**src/rtl/ifq_pkg.sv**
```systemverilog
// ifq_pkg: shared widths, reset PC, queue entry type and PC-to-ROM address mapping.
package ifq_pkg;
    localparam int PC_W       = 32;
    localparam int DATA_W     = 32;
    localparam int ROM_ADRS_W = 9;

    // MIPS text segment base
    localparam logic [PC_W-1:0] DEFAULT_RESET_PC = 32'h0040_0000;

    typedef struct packed {
        logic [PC_W-1:0]   pc;
        logic [DATA_W-1:0] data;
    } ifq_entry_t;

    // ROM is word addressed and only 512 words deep: the upper PC bits are dropped
    function automatic logic [ROM_ADRS_W-1:0] pc_to_adrs(input logic [PC_W-1:0] pc);
        return pc[ROM_ADRS_W+1:2];
    endfunction
endpackage

```
**src/rtl/ifetch_queue_if.sv**
```systemverilog
// ifetch_queue_if: ROM read port, redirect request and decode-side handshake.
// master = fetch unit, slave = surrounding core (ROM, branch unit, decoder).
interface ifetch_queue_if;
    import ifq_pkg::*;

    logic [ROM_ADRS_W-1:0] rom_adrs;
    logic [DATA_W-1:0]     rom_dout;
    logic                  redirect_valid;
    logic [PC_W-1:0]       redirect_pc;
    logic                  inst_valid;
    logic [DATA_W-1:0]     inst_data;
    logic [PC_W-1:0]       inst_pc;
    logic                  inst_ready;

    modport master (
        output rom_adrs, inst_valid, inst_data, inst_pc,
        input  rom_dout, redirect_valid, redirect_pc, inst_ready
    );

    modport slave (
        input  rom_adrs, inst_valid, inst_data, inst_pc,
        output rom_dout, redirect_valid, redirect_pc, inst_ready
    );
endinterface

```
**src/rtl/ifq_fifo.sv**
```systemverilog
// ifq_fifo: in-order {pc, data} queue with flush; DEPTH must be a power of two.
module ifq_fifo
    import ifq_pkg::*;
#(
    parameter int DEPTH = 4
) (
    input  logic                         clk,
    input  logic                         rst_n,
    input  logic                         i_flush,
    input  logic                         i_push,
    input  ifq_entry_t                   i_wdata,
    input  logic                         i_pop,
    output ifq_entry_t                   o_rdata,
    output logic [$clog2(DEPTH+1)-1:0]   o_count,
    output logic                         o_full,
    output logic                         o_empty
);
    localparam int PTR_W = $clog2(DEPTH);
    localparam int CNT_W = $clog2(DEPTH+1);

    ifq_entry_t        r_mem [DEPTH];
    logic [PTR_W-1:0]  r_rd;
    logic [PTR_W-1:0]  r_wr;
    logic [CNT_W-1:0]  r_count;

    // Storage array: no reset needed, validity is tracked by r_count
    always_ff @(posedge clk) begin
        if (i_push)
            r_mem[r_wr] <= i_wdata;
    end

    // Pointers and occupancy; flush empties the queue like reset
    always_ff @(posedge clk) begin
        if (!rst_n || i_flush) begin
            r_rd    <= '0;
            r_wr    <= '0;
            r_count <= '0;
        end else begin
            if (i_push)
                r_wr <= r_wr + PTR_W'(1);
            if (i_pop)
                r_rd <= r_rd + PTR_W'(1);
            case ({i_push, i_pop})
                2'b10:   r_count <= r_count + CNT_W'(1);
                2'b01:   r_count <= r_count - CNT_W'(1);
                default: r_count <= r_count;
            endcase
        end
    end

    assign o_rdata = r_mem[r_rd];
    assign o_count = r_count;
    assign o_full  = (r_count == CNT_W'(DEPTH));
    assign o_empty = (r_count == '0);
endmodule

```
**src/rtl/ifetch_queue.sv**
```systemverilog
// ifetch_queue: fetch PC, one ROM read per cycle into an in-order queue,
// redirect with full flush. Optional IFQ_BYPASS_EN presents the ROM word
// directly when the queue is empty (zero fetch latency).
module ifetch_queue
    import ifq_pkg::*;
#(
    parameter int              DEPTH    = 4,
    parameter logic [PC_W-1:0] RESET_PC = DEFAULT_RESET_PC
) (
    input logic          clk,
    input logic          rst_n,
    ifetch_queue_if.master bus
);
    logic [PC_W-1:0]            r_fetch_pc;
    ifq_entry_t                 w_head;
    logic [$clog2(DEPTH+1)-1:0] w_count;
    logic                       w_full;
    logic                       w_empty;
    logic                       w_fifo_pop;
    logic                       w_push;
    logic                       w_adv;
    logic                       w_unused;

    // Redirect targets are word aligned; the low two bits are ignored
    assign w_unused = ^{bus.redirect_pc[1:0], w_count};

    // A pop during redirect is irrelevant: the flush discards the queue anyway
    assign w_fifo_pop = !w_empty && bus.inst_ready && !bus.redirect_valid;

`ifdef IFQ_BYPASS_EN
    logic w_byp;
    logic w_byp_take;

    // Empty queue: head comes straight from the ROM at the current fetch PC
    assign w_byp      = w_empty && !bus.redirect_valid;
    assign w_byp_take = w_byp && bus.inst_ready;
    assign w_push     = !bus.redirect_valid && !w_byp_take && (!w_full || w_fifo_pop);
    assign w_adv      = w_push || w_byp_take;

    // Head select: queue first, then bypassed ROM word, else idle zeros
    always_comb begin
        bus.inst_valid = 1'b0;
        bus.inst_data  = '0;
        bus.inst_pc    = '0;
        if (!w_empty) begin
            bus.inst_valid = 1'b1;
            bus.inst_data  = w_head.data;
            bus.inst_pc    = w_head.pc;
        end else if (w_byp) begin
            bus.inst_valid = 1'b1;
            bus.inst_data  = bus.rom_dout;
            bus.inst_pc    = r_fetch_pc;
        end
    end
`else
    // Pop frees a slot in the same cycle, so a full queue still streams
    assign w_push = !bus.redirect_valid && (!w_full || w_fifo_pop);
    assign w_adv  = w_push;

    // Head comes only from queue registers; zeros when empty
    always_comb begin
        bus.inst_valid = !w_empty;
        bus.inst_data  = w_empty ? '0 : w_head.data;
        bus.inst_pc    = w_empty ? '0 : w_head.pc;
    end
`endif

    // Fetch PC: reset, then redirect, then sequential advance when a word is taken
    always_ff @(posedge clk) begin
        if (!rst_n)
            r_fetch_pc <= RESET_PC;
        else if (bus.redirect_valid)
            r_fetch_pc <= {bus.redirect_pc[PC_W-1:2], 2'b00};
        else if (w_adv)
            r_fetch_pc <= r_fetch_pc + PC_W'(4);
    end

    // ROM address is purely a function of registered state
    assign bus.rom_adrs = pc_to_adrs(r_fetch_pc);

    ifq_fifo #(.DEPTH(DEPTH)) u_fifo (
        .clk     (clk),
        .rst_n   (rst_n),
        .i_flush (bus.redirect_valid),
        .i_push  (w_push),
        .i_wdata ('{pc: r_fetch_pc, data: bus.rom_dout}),
        .i_pop   (w_fifo_pop),
        .o_rdata (w_head),
        .o_count (w_count),
        .o_full  (w_full),
        .o_empty (w_empty)
    );
endmodule

```
**src/flat_wrapper.sv**
```systemverilog
// flat-port wrapper written by rule: the top's interface ports become plain ports
module ifetch_queue_flat import ifq_pkg::*;
#(
    parameter int              DEPTH    = 4,
    parameter logic [PC_W-1:0] RESET_PC = DEFAULT_RESET_PC
)
  (clk, rst_n, bus_rom_adrs, bus_inst_valid, bus_inst_data, bus_inst_pc, bus_rom_dout, bus_redirect_valid, bus_redirect_pc, bus_inst_ready);
  ifetch_queue_if bus_i ();
  input logic clk;
  input logic rst_n;
  output wire logic [$bits(bus_i.rom_adrs)-1:0] bus_rom_adrs;
  output wire logic [$bits(bus_i.inst_valid)-1:0] bus_inst_valid;
  output wire logic [$bits(bus_i.inst_data)-1:0] bus_inst_data;
  output wire logic [$bits(bus_i.inst_pc)-1:0] bus_inst_pc;
  input wire logic [$bits(bus_i.rom_dout)-1:0] bus_rom_dout;
  input wire logic [$bits(bus_i.redirect_valid)-1:0] bus_redirect_valid;
  input wire logic [$bits(bus_i.redirect_pc)-1:0] bus_redirect_pc;
  input wire logic [$bits(bus_i.inst_ready)-1:0] bus_inst_ready;
  assign bus_rom_adrs = bus_i.rom_adrs;
  assign bus_inst_valid = bus_i.inst_valid;
  assign bus_inst_data = bus_i.inst_data;
  assign bus_inst_pc = bus_i.inst_pc;
  assign bus_i.rom_dout = bus_rom_dout;
  assign bus_i.redirect_valid = bus_redirect_valid;
  assign bus_i.redirect_pc = bus_redirect_pc;
  assign bus_i.inst_ready = bus_inst_ready;
  ifetch_queue #(.DEPTH(DEPTH), .RESET_PC(RESET_PC)) u_core (.clk(clk), .rst_n(rst_n), .bus(bus_i));
endmodule
```
**config.mk**
```make
export PLATFORM = sky130hd
export DESIGN_NAME = ifetch_queue_flat
export DESIGN_NICKNAME = d
export VERILOG_FILES = /design/src/rtl/ifq_pkg.sv /design/src/rtl/ifetch_queue_if.sv /design/src/rtl/ifq_fifo.sv /design/src/rtl/ifetch_queue.sv /design/src/flat_wrapper.sv
export SDC_FILE = /design/constraint.sdc
export NUM_CORES = 1
export LEC_CHECK = 0
export CORE_MARGIN = 1.5
export CORE_UTILIZATION = 40
export DETAILED_ROUTE_END_ITERATION = 7
export PLACE_DENSITY = 0.64
export RECOVER_POWER = 50
export SLEW_MARGIN = 20
export SYNTH_ARGS = -nofsm -noshare
export SYNTH_HDL_FRONTEND = slang
export SYNTH_SLANG_ARGS = --single-unit
```
**constraint.sdc**
```tcl
create_clock -name clk -period 8.5 [get_ports clk]
set_input_delay 0.85 -clock clk [delete_from_list [all_inputs] [get_ports clk]]
set_output_delay 0.85 -clock clk [all_outputs]
set_load 0.03 [all_outputs]
```
==> out/results.md, run 1 <==
- **Remaining Overflow, GRT** 0
- **largest driver fanout on the critical path** 43
- **number of clock sinks** 287
- **post-synthesis mux area share** 0.121
- **Lkg Pwr** 4.62 nW
- **num ports** 142
- **worst reg2reg path depth** 7
- **reg2reg setup slack** 5.19 ns
- **main flop type after synthesis** edfxtp_1
- **post-CTS setup repair buffer count** 0
- **wire per inst** 20.2 um
- **detailed placement HPWL** 14400 um
- **reg-to-reg critical path endpoint** u_core.u_fifo.r_rd[1]
- **Slew Limit Fails** 44
- **Post-synth EDFFs** 248
- **global routing usage summed across all routing layers** 0.167
- **number of standard-cell rows in the floorplan** 62
- **TritonCTS buffer count** 34
- **final instance count without filler cells** 1232
- **number of input and output port buffers inserted** 137
- **dominant combinational cell family by area after synthesis** multiplexers
- **power density cells** 222 nW/um^2
- **DRC marker count from the first detailed-route iteration** 448
- **number of hold buffers added after CTS** 0
- **via count of the first global-routing pass** 6676
- **worst-case setup margin in the final layout** 3.43 ns
- **commonest non-fill, non-tap cell in the layout** edfxtp_1
- **clock buffer depth** 3
- **number of vias per cell** 5.35
- **clk root buf** clkbuf_16
- **core footprint** 28800 um^2
- **pin slew with the least headroom to its limit** 1.68 ns
- **final setup vio count** 0
- **largest net degree at the start of global routing** 63
- **area of all sequential standard cells** 8240 um^2
- **detailed-route DRC error count** 0
- **die boundary height** 174 um
- **count of state elements after synthesis** 287
- **worst slew slack as a fraction of its limit** -0.121
- **violated checks** max-capacitance violations, max-slew violations
- **number of cells traversed by the worst hold path** 2
- **worst endpoint data arrival time** 4.22 ns
- **commonest cells after routing, fill and taps aside** 248 x edfxtp_1, 95 x clkdlybuf4s50_1, 68 x and2_1
- **initial antenna violation count** 1
- **post-synthesis compound-gate area fraction** 0.0506
- **Post-Synth XOR/XNOR Area** 0.00673
- **clock insertion delay at the later pin of the skew report** 0.50 ns
- **async set-reset flop share out of synthesis** 0
- **number of maximum-capacitance violations** 1
- **final hold violation count** 0
- **startpoint type of the worst setup path** register
- **final design utilization** 0.504
- **setup repair after global routing missed its margin** false
- **fill count** 2372
- **yosys warns** 0
- **worst slack on hold paths** 0.507 ns
- **global placer's final weighted congestion** 0.762
- **clock tree from TritonCTS** done
- **peak supply drop** 0.000129 V
- **final critical path time including I/O delays and setup** 5.07 ns
- **H-tree level count** 2
- **initial core utilization** 0.407
- **Max Fclk** 197 MHz
- **period utilization** 0.597
- **net count reported at finish** 899
- **wirelength, routed** 24900 um
- **area fraction in and, or, nand and nor cells after synthesis** 0.0859
- **path category of the worst min-delay check** register to register
- **Resized cells post-CTS** 0
- **global-route wire length before repair** 39000 um
- **endpoint of the worst hold path** u_core.u_fifo.r_wr[1]
- **fraction of final layout cells sized beyond drive strength 1** 0.153
- **sort of element at the end of the critical path** output port
- **count of distinct cell types in the synthesized netlist** 46
- **sequential cell area fraction in the yosys report** 0.703
- **DR vias** 6594
- **Post-Synth Adder-Cell Area** 0.00748
- **Post-Place Cells** 1172
- **Setup Slack @ Placement** 4.44 ns
- **Worst EP required** 7.65 ns
- **number of nets with antenna violations after detailed routing** 0
- **worst setup path category** register to output port
- **Clock Pin Slew Worst Setup and Hold Paths** 0.06 ns
- **average footprint of a synthesized cell** 17.0 um^2
- **Setup TNS Final** 0 ns
- **Die Wd** 174 um
- **area of combinational cells with multiple inputs** 3200 um^2
- **HP Start** u_core.u_fifo.r_wr[1]
- **final setup skew** 0.0172 ns
- **Die Footprint** 30300 um^2
- **netlist area before placement** 11700 um^2
- **area added between synthesis and finish** 23.9%
- **Initial DRT Pass Iterations** 5
- **Antenna Diode Count** 0
- **Post-Syn Instances** 688
- **run status** complete, but fails checks
- **worst flop-to-flop path startpoint** u_core.u_fifo.o_count[0]
sequential cells by signal, indices dropped and copies added, names as in the netlist, named ones only:
name	flops
u_core.u_fifo.r_mem	248
u_core.r_fetch_pc	30
u_core.u_fifo.o_count	3
u_core.u_fifo.r_rd	2
u_core.u_fifo.r_wr	2
layout make-up:
cell class / count / area share
clock inverters: 12 / 0.00612
inverters: 11 / 0.00285
well taps: 384 / 0.0331
repair buffers: 151 / 0.100
clock buffers: 48 / 0.0687
flip-flops and latches: 287 / 0.568
multi-input cells: 339 / 0.221
how the worst max path moves through the flow:
stage                              from                          to  cells after the start
6_report       u_core.u_fifo.o_count[0]             bus_inst_pc[31]                      6
5_1_grt        u_core.u_fifo.o_count[0]            bus_inst_data[1]                      6
4_1_cts                        register             bus_inst_pc[24]                      4
3_5_place_dp         bus_redirect_valid  u_core.u_fifo.r_mem[1][16]                      5
3_3_place_gp         bus_redirect_valid  u_core.u_fifo.r_mem[1][50]                      5
2_1_floorplan        bus_redirect_valid   u_core.u_fifo.r_mem[0][0]                      3
report_power, final:
group	switching (mW)	internal (mW)	total, mW
sequential	0.0332	1.58	1.62
combinational	0.113	0.0962	0.209
clock	0.541	0.847	1.39
worst max-delay path, stage by stage, from the launching register on:
cell and delay, ns:
dfxtp_1 0.37, inv_1 0.06, ha_1 0.24, nand2b_1 0.76, clkbuf_1 1.28, and2_1 0.27, clkdlybuf4s50_1 0.73
cells in the mapped netlist (2+ instances only):
master,n,area share
edfxtp_1,248,0.64
and2_1,68,0.036
mux4_2,62,0.12
dfxtp_1,39,0.067
clkbuf_1,29,0.0093
o21ai_0,26,0.011
a31oi_1,17,0.0091
nand2_1,16,0.0051
nor2_1,15,0.0048
o31ai_1,15,0.0096
or4_1,15,0.0096
buf_4,12,0.0077
inv_1,11,0.0035
nand3_1,11,0.0047
a21oi_1,8,0.0034
buf_2,7,0.0030
ha_1,7,0.0075
nand4_1,7,0.0037
xor2_1,7,0.0052
or3_1,6,0.0032
a211oi_1,5,0.0032
o211ai_1,5,0.0032
o311ai_0,5,0.0037
and3_1,4,0.0021
nand2b_1,4,0.0021
nor3b_1,4,0.0026
and4_1,3,0.0022
buf_1,3,0.00096
o2111ai_1,3,0.0022
or4_2,3,0.0022
a32oi_1,2,0.0015
mux2i_1,2,0.0017
nor2b_1,2,0.0011
nor3_1,2,0.00085
o41ai_1,2,0.0015
or4b_2,2,0.0017
xnor2_1,2,0.0015
cell families after synthesis:
group,Yosys count
AO/OA/AOI/OAI,91
XOR/XNOR,9
adder cells (fa/ha/maj),7
buffers and inverters,63
flip-flops,287
multiplexers,64
other,1
AND/OR/NAND/NOR,166
metrics by stage:
step	total power [mW]	area (um^2)
after detailed placement	1.86	13400
after global placement	1.86	13400
after global routing	3.33	14500
after floorplan	1.76	11700
after CTS	3.26	14500
final	3.21	14500
routing by layer:
| metal | wire length [um] | track usage | vias up |
|---|---|---|---|
| met5 | 12 | 0 | - |
| li1 | - | - | 3019 |
| met3 | 1360 | 0.0326 | 44 |
| met1 | 11400 | 0.236 | 3307 |
| met2 | 11600 | 0.266 | 222 |
| met4 | 469 | 0.0453 | 2 |
No activity file was read; power rests on OpenSTA's default activity.
==> inputs of run 2 (changes only) <==
--- a/config.mk
+++ b/config.mk
@@ -8,7 +8,7 @@
 export CORE_MARGIN = 1.5
 export CORE_UTILIZATION = 40
 export DETAILED_ROUTE_END_ITERATION = 7
-export PLACE_DENSITY = 0.64
+export PLACE_DENSITY = 0.66
 export RECOVER_POWER = 50
 export SLEW_MARGIN = 20
 export SYNTH_ARGS = -nofsm -noshare
==> constraint.sdc (replaced) <==
create_clock -name clk -period 4.6 [get_ports clk]
set_input_delay 0.46 -clock clk [delete_from_list [all_inputs] [get_ports clk]]
set_output_delay 0.46 -clock clk [all_outputs]
set_load 0.03 [all_outputs]
==> out/results.md, run 2 (same netlist as run 1, synthesis figures left out) <==
- **startpoint type of the worst setup path** primary input
- **largest net degree at the start of global routing** 63, unchanged
- **largest driver fanout on the critical path** 20, -53%
- **DRC marker count from the first detailed-route iteration** 570, +27%
- **run status** complete, no violations
- **number of vias per cell** 5.35, about the same
- **final setup vio count** 0, unchanged
- **TritonCTS buffer count** 30, -12%
- **number of hold buffers added after CTS** 0, unchanged
- **initial antenna violation count** 2, +1
- **post-layout instance area** 14500 um^2, -0.33%
- **number of standard-cell rows in the floorplan** 62, unchanged
- **power density cells** 396 nW/um^2, +79%
- **Post-Place Cells** 1176, +0.34%
- **Lkg Pwr** 4.59 nW, -0.73%
- **peak supply drop** 0.000266 V, +110%
- **fill count** 2385, +0.55%
- **worst slew slack as a fraction of its limit** 0.195, +0.316
- **area of combinational cells with multiple inputs** 3210 um^2, about the same
- **final critical path time including I/O delays and setup** 3.62 ns
- **detailed placement HPWL** 14800 um, +3.2%
- **HP Start** u_core.u_fifo.r_wr[1]
- **global-route wire length before repair** 39000 um, unchanged
- **sort of element at the end of the critical path** register
- **reg2reg setup slack** 1.45 ns, -3.74 ns
- **number of maximum-capacitance violations** 0, -1
- **area of all sequential standard cells** 8240 um^2, unchanged
- **final hold violation count** 0, unchanged
- **reg-to-reg critical path endpoint** u_core.u_fifo.r_mem[1][3]
- **Slew Limit Fails** 0, -100%
- **number of cells traversed by the worst hold path** 2, unchanged
- **path category of the worst min-delay check** register to register
- **pin slew with the least headroom to its limit** 1.21 ns, -0.475 ns
- **core footprint** 28800 um^2, unchanged
- **Remaining Overflow, GRT** 0, unchanged
- **Worst EP required** 4.75 ns, -2.90 ns
- **endpoint of the worst hold path** u_core.u_fifo.r_wr[1]
- **worst setup path category** primary input to register
- **num ports** 142, unchanged
- **Max Fclk** 276 MHz
- **Die Footprint** 30300 um^2, unchanged
- **number of flip-flops under the largest register name** 248, unchanged
- **clock tree from TritonCTS** done
- **commonest non-fill, non-tap cell in the layout** edfxtp_1
- **Biggest register** u_core.u_fifo.r_mem
- **number of input and output port buffers inserted** 137, unchanged
- **worst endpoint data arrival time** 3.77 ns, -0.45 ns
- **net count reported at finish** 899, unchanged
- **clk root buf** clkbuf_16
- **final instance count without filler cells** 1233, +0.081%
- **period utilization** 0.787
- **clock buffer depth** 3, unchanged
- **number of nets with antenna violations after detailed routing** 0, unchanged
- **worst reg2reg path depth** 6, -1
- **Die Wd** 174 um, unchanged
- **Clock Pin Slew Worst Setup and Hold Paths** 0.06 ns, about the same
- **number of clock sinks** 287, unchanged
- **detailed-route DRC error count** 0, unchanged
- **wire per inst** 20.1 um, -0.30%
- **placed inst area** 13500 um^2, +0.41%
- **global routing usage summed across all routing layers** 0.165, -0.00166
- **commonest cells after routing, fill and taps aside** 248 x edfxtp_1, 95 x clkdlybuf4s50_1, 68 x and2_1
- **fraction of final layout cells sized beyond drive strength 1** 0.151, -0.00236
- **wirelength, routed** 24800 um, -0.22%
- **DR vias** 6602, +0.12%
- **initial core utilization** 0.407, unchanged
- **die boundary height** 174 um, unchanged
- **clock insertion delay at the later pin of the skew report** 0.54 ns, +0.04 ns
- **H-tree level count** 1, -1
- **Initial DRT Pass Iterations** 4, -1
- **final setup skew** 0.0149 ns, -0.00228 ns
- **post-CTS setup repair buffer count** 0, unchanged
- **Resized cells post-CTS** 0, unchanged
- **via count of the first global-routing pass** 6709, +0.49%
- **area added between synthesis and finish** 23.5%
- **setup repair after global routing missed its margin** false
- **global placer's final weighted congestion** 0.730, -4.2%
- **worst flop-to-flop path startpoint** u_core.u_fifo.o_count[0]
-- run 2: layer usage --
layer  track usage  routed length (um)  up-vias
met5             0                   9        -
met4        0.0370                 363        2
met3        0.0249                1320       38
met2         0.275               11900      207
met1         0.231               11300     3331
li1              -                   -     3024
-- run 2: worst max path at each step --
stage	from	endpoint	cells after the start
floorplan	u_core.u_fifo.o_count[0]	u_core.u_fifo.r_mem[0][0]	5
global placement	register	bus_inst_data[1]	4
detailed placement	register	bus_inst_data[1]	4
CTS	register	bus_inst_data[1]	4
global route	bus_redirect_valid	u_core.u_fifo.r_mem[1][6]	7
finish	bus_redirect_valid	u_core.u_fifo.r_mem[1][3]	7
-- run 2: through the flow --
stage / TNS [ns] / utilization / power [mW] / worst slack, ns / hold WS [ns]
global route: 0 / 0.502 / 5.94 / 0.715 / 0.528
floorplan: -353.12 / - / 3.26 / -1.42 / 0.465
global placement: 0 / 0.469 / 3.44 / 1.56 / 0.492
detailed placement: 0 / 0.469 / 3.45 / 1.56 / 0.493
CTS: 0 / 0.503 / 5.81 / 0.983 / 0.500
finish: 0 / 0.502 / 5.73 / 0.978 / 0.506
-- run 2: worst max-delay path, stage by stage --
cell and delay [ns]:
dlygate4sd3_1 0.53, clkbuf_1 0.44, nor2b_1 0.25, clkbuf_1 0.37, nor2_1 0.30, nor3b_1 0.46
clkbuf_1 0.94
-- run 2: report_power, final --
part	switching, mW	leakage, nW	internal [mW]	total (mW)
registers	0.0618	2.64	2.92	2.99
clock network	0.923	0.473	1.43	2.35
logic	0.210	1.48	0.181	0.391
-- run 2: layout make-up --
cell class	instances	share of cell area
multi-input cells	339	0.222
diodes	1	0.000173
flip-flops and latches	287	0.570
repair buffers	155	0.104
well taps	384	0.0332
clock inverters	3	0.00294
clock buffers	53	0.0650
inverters	11	0.00286
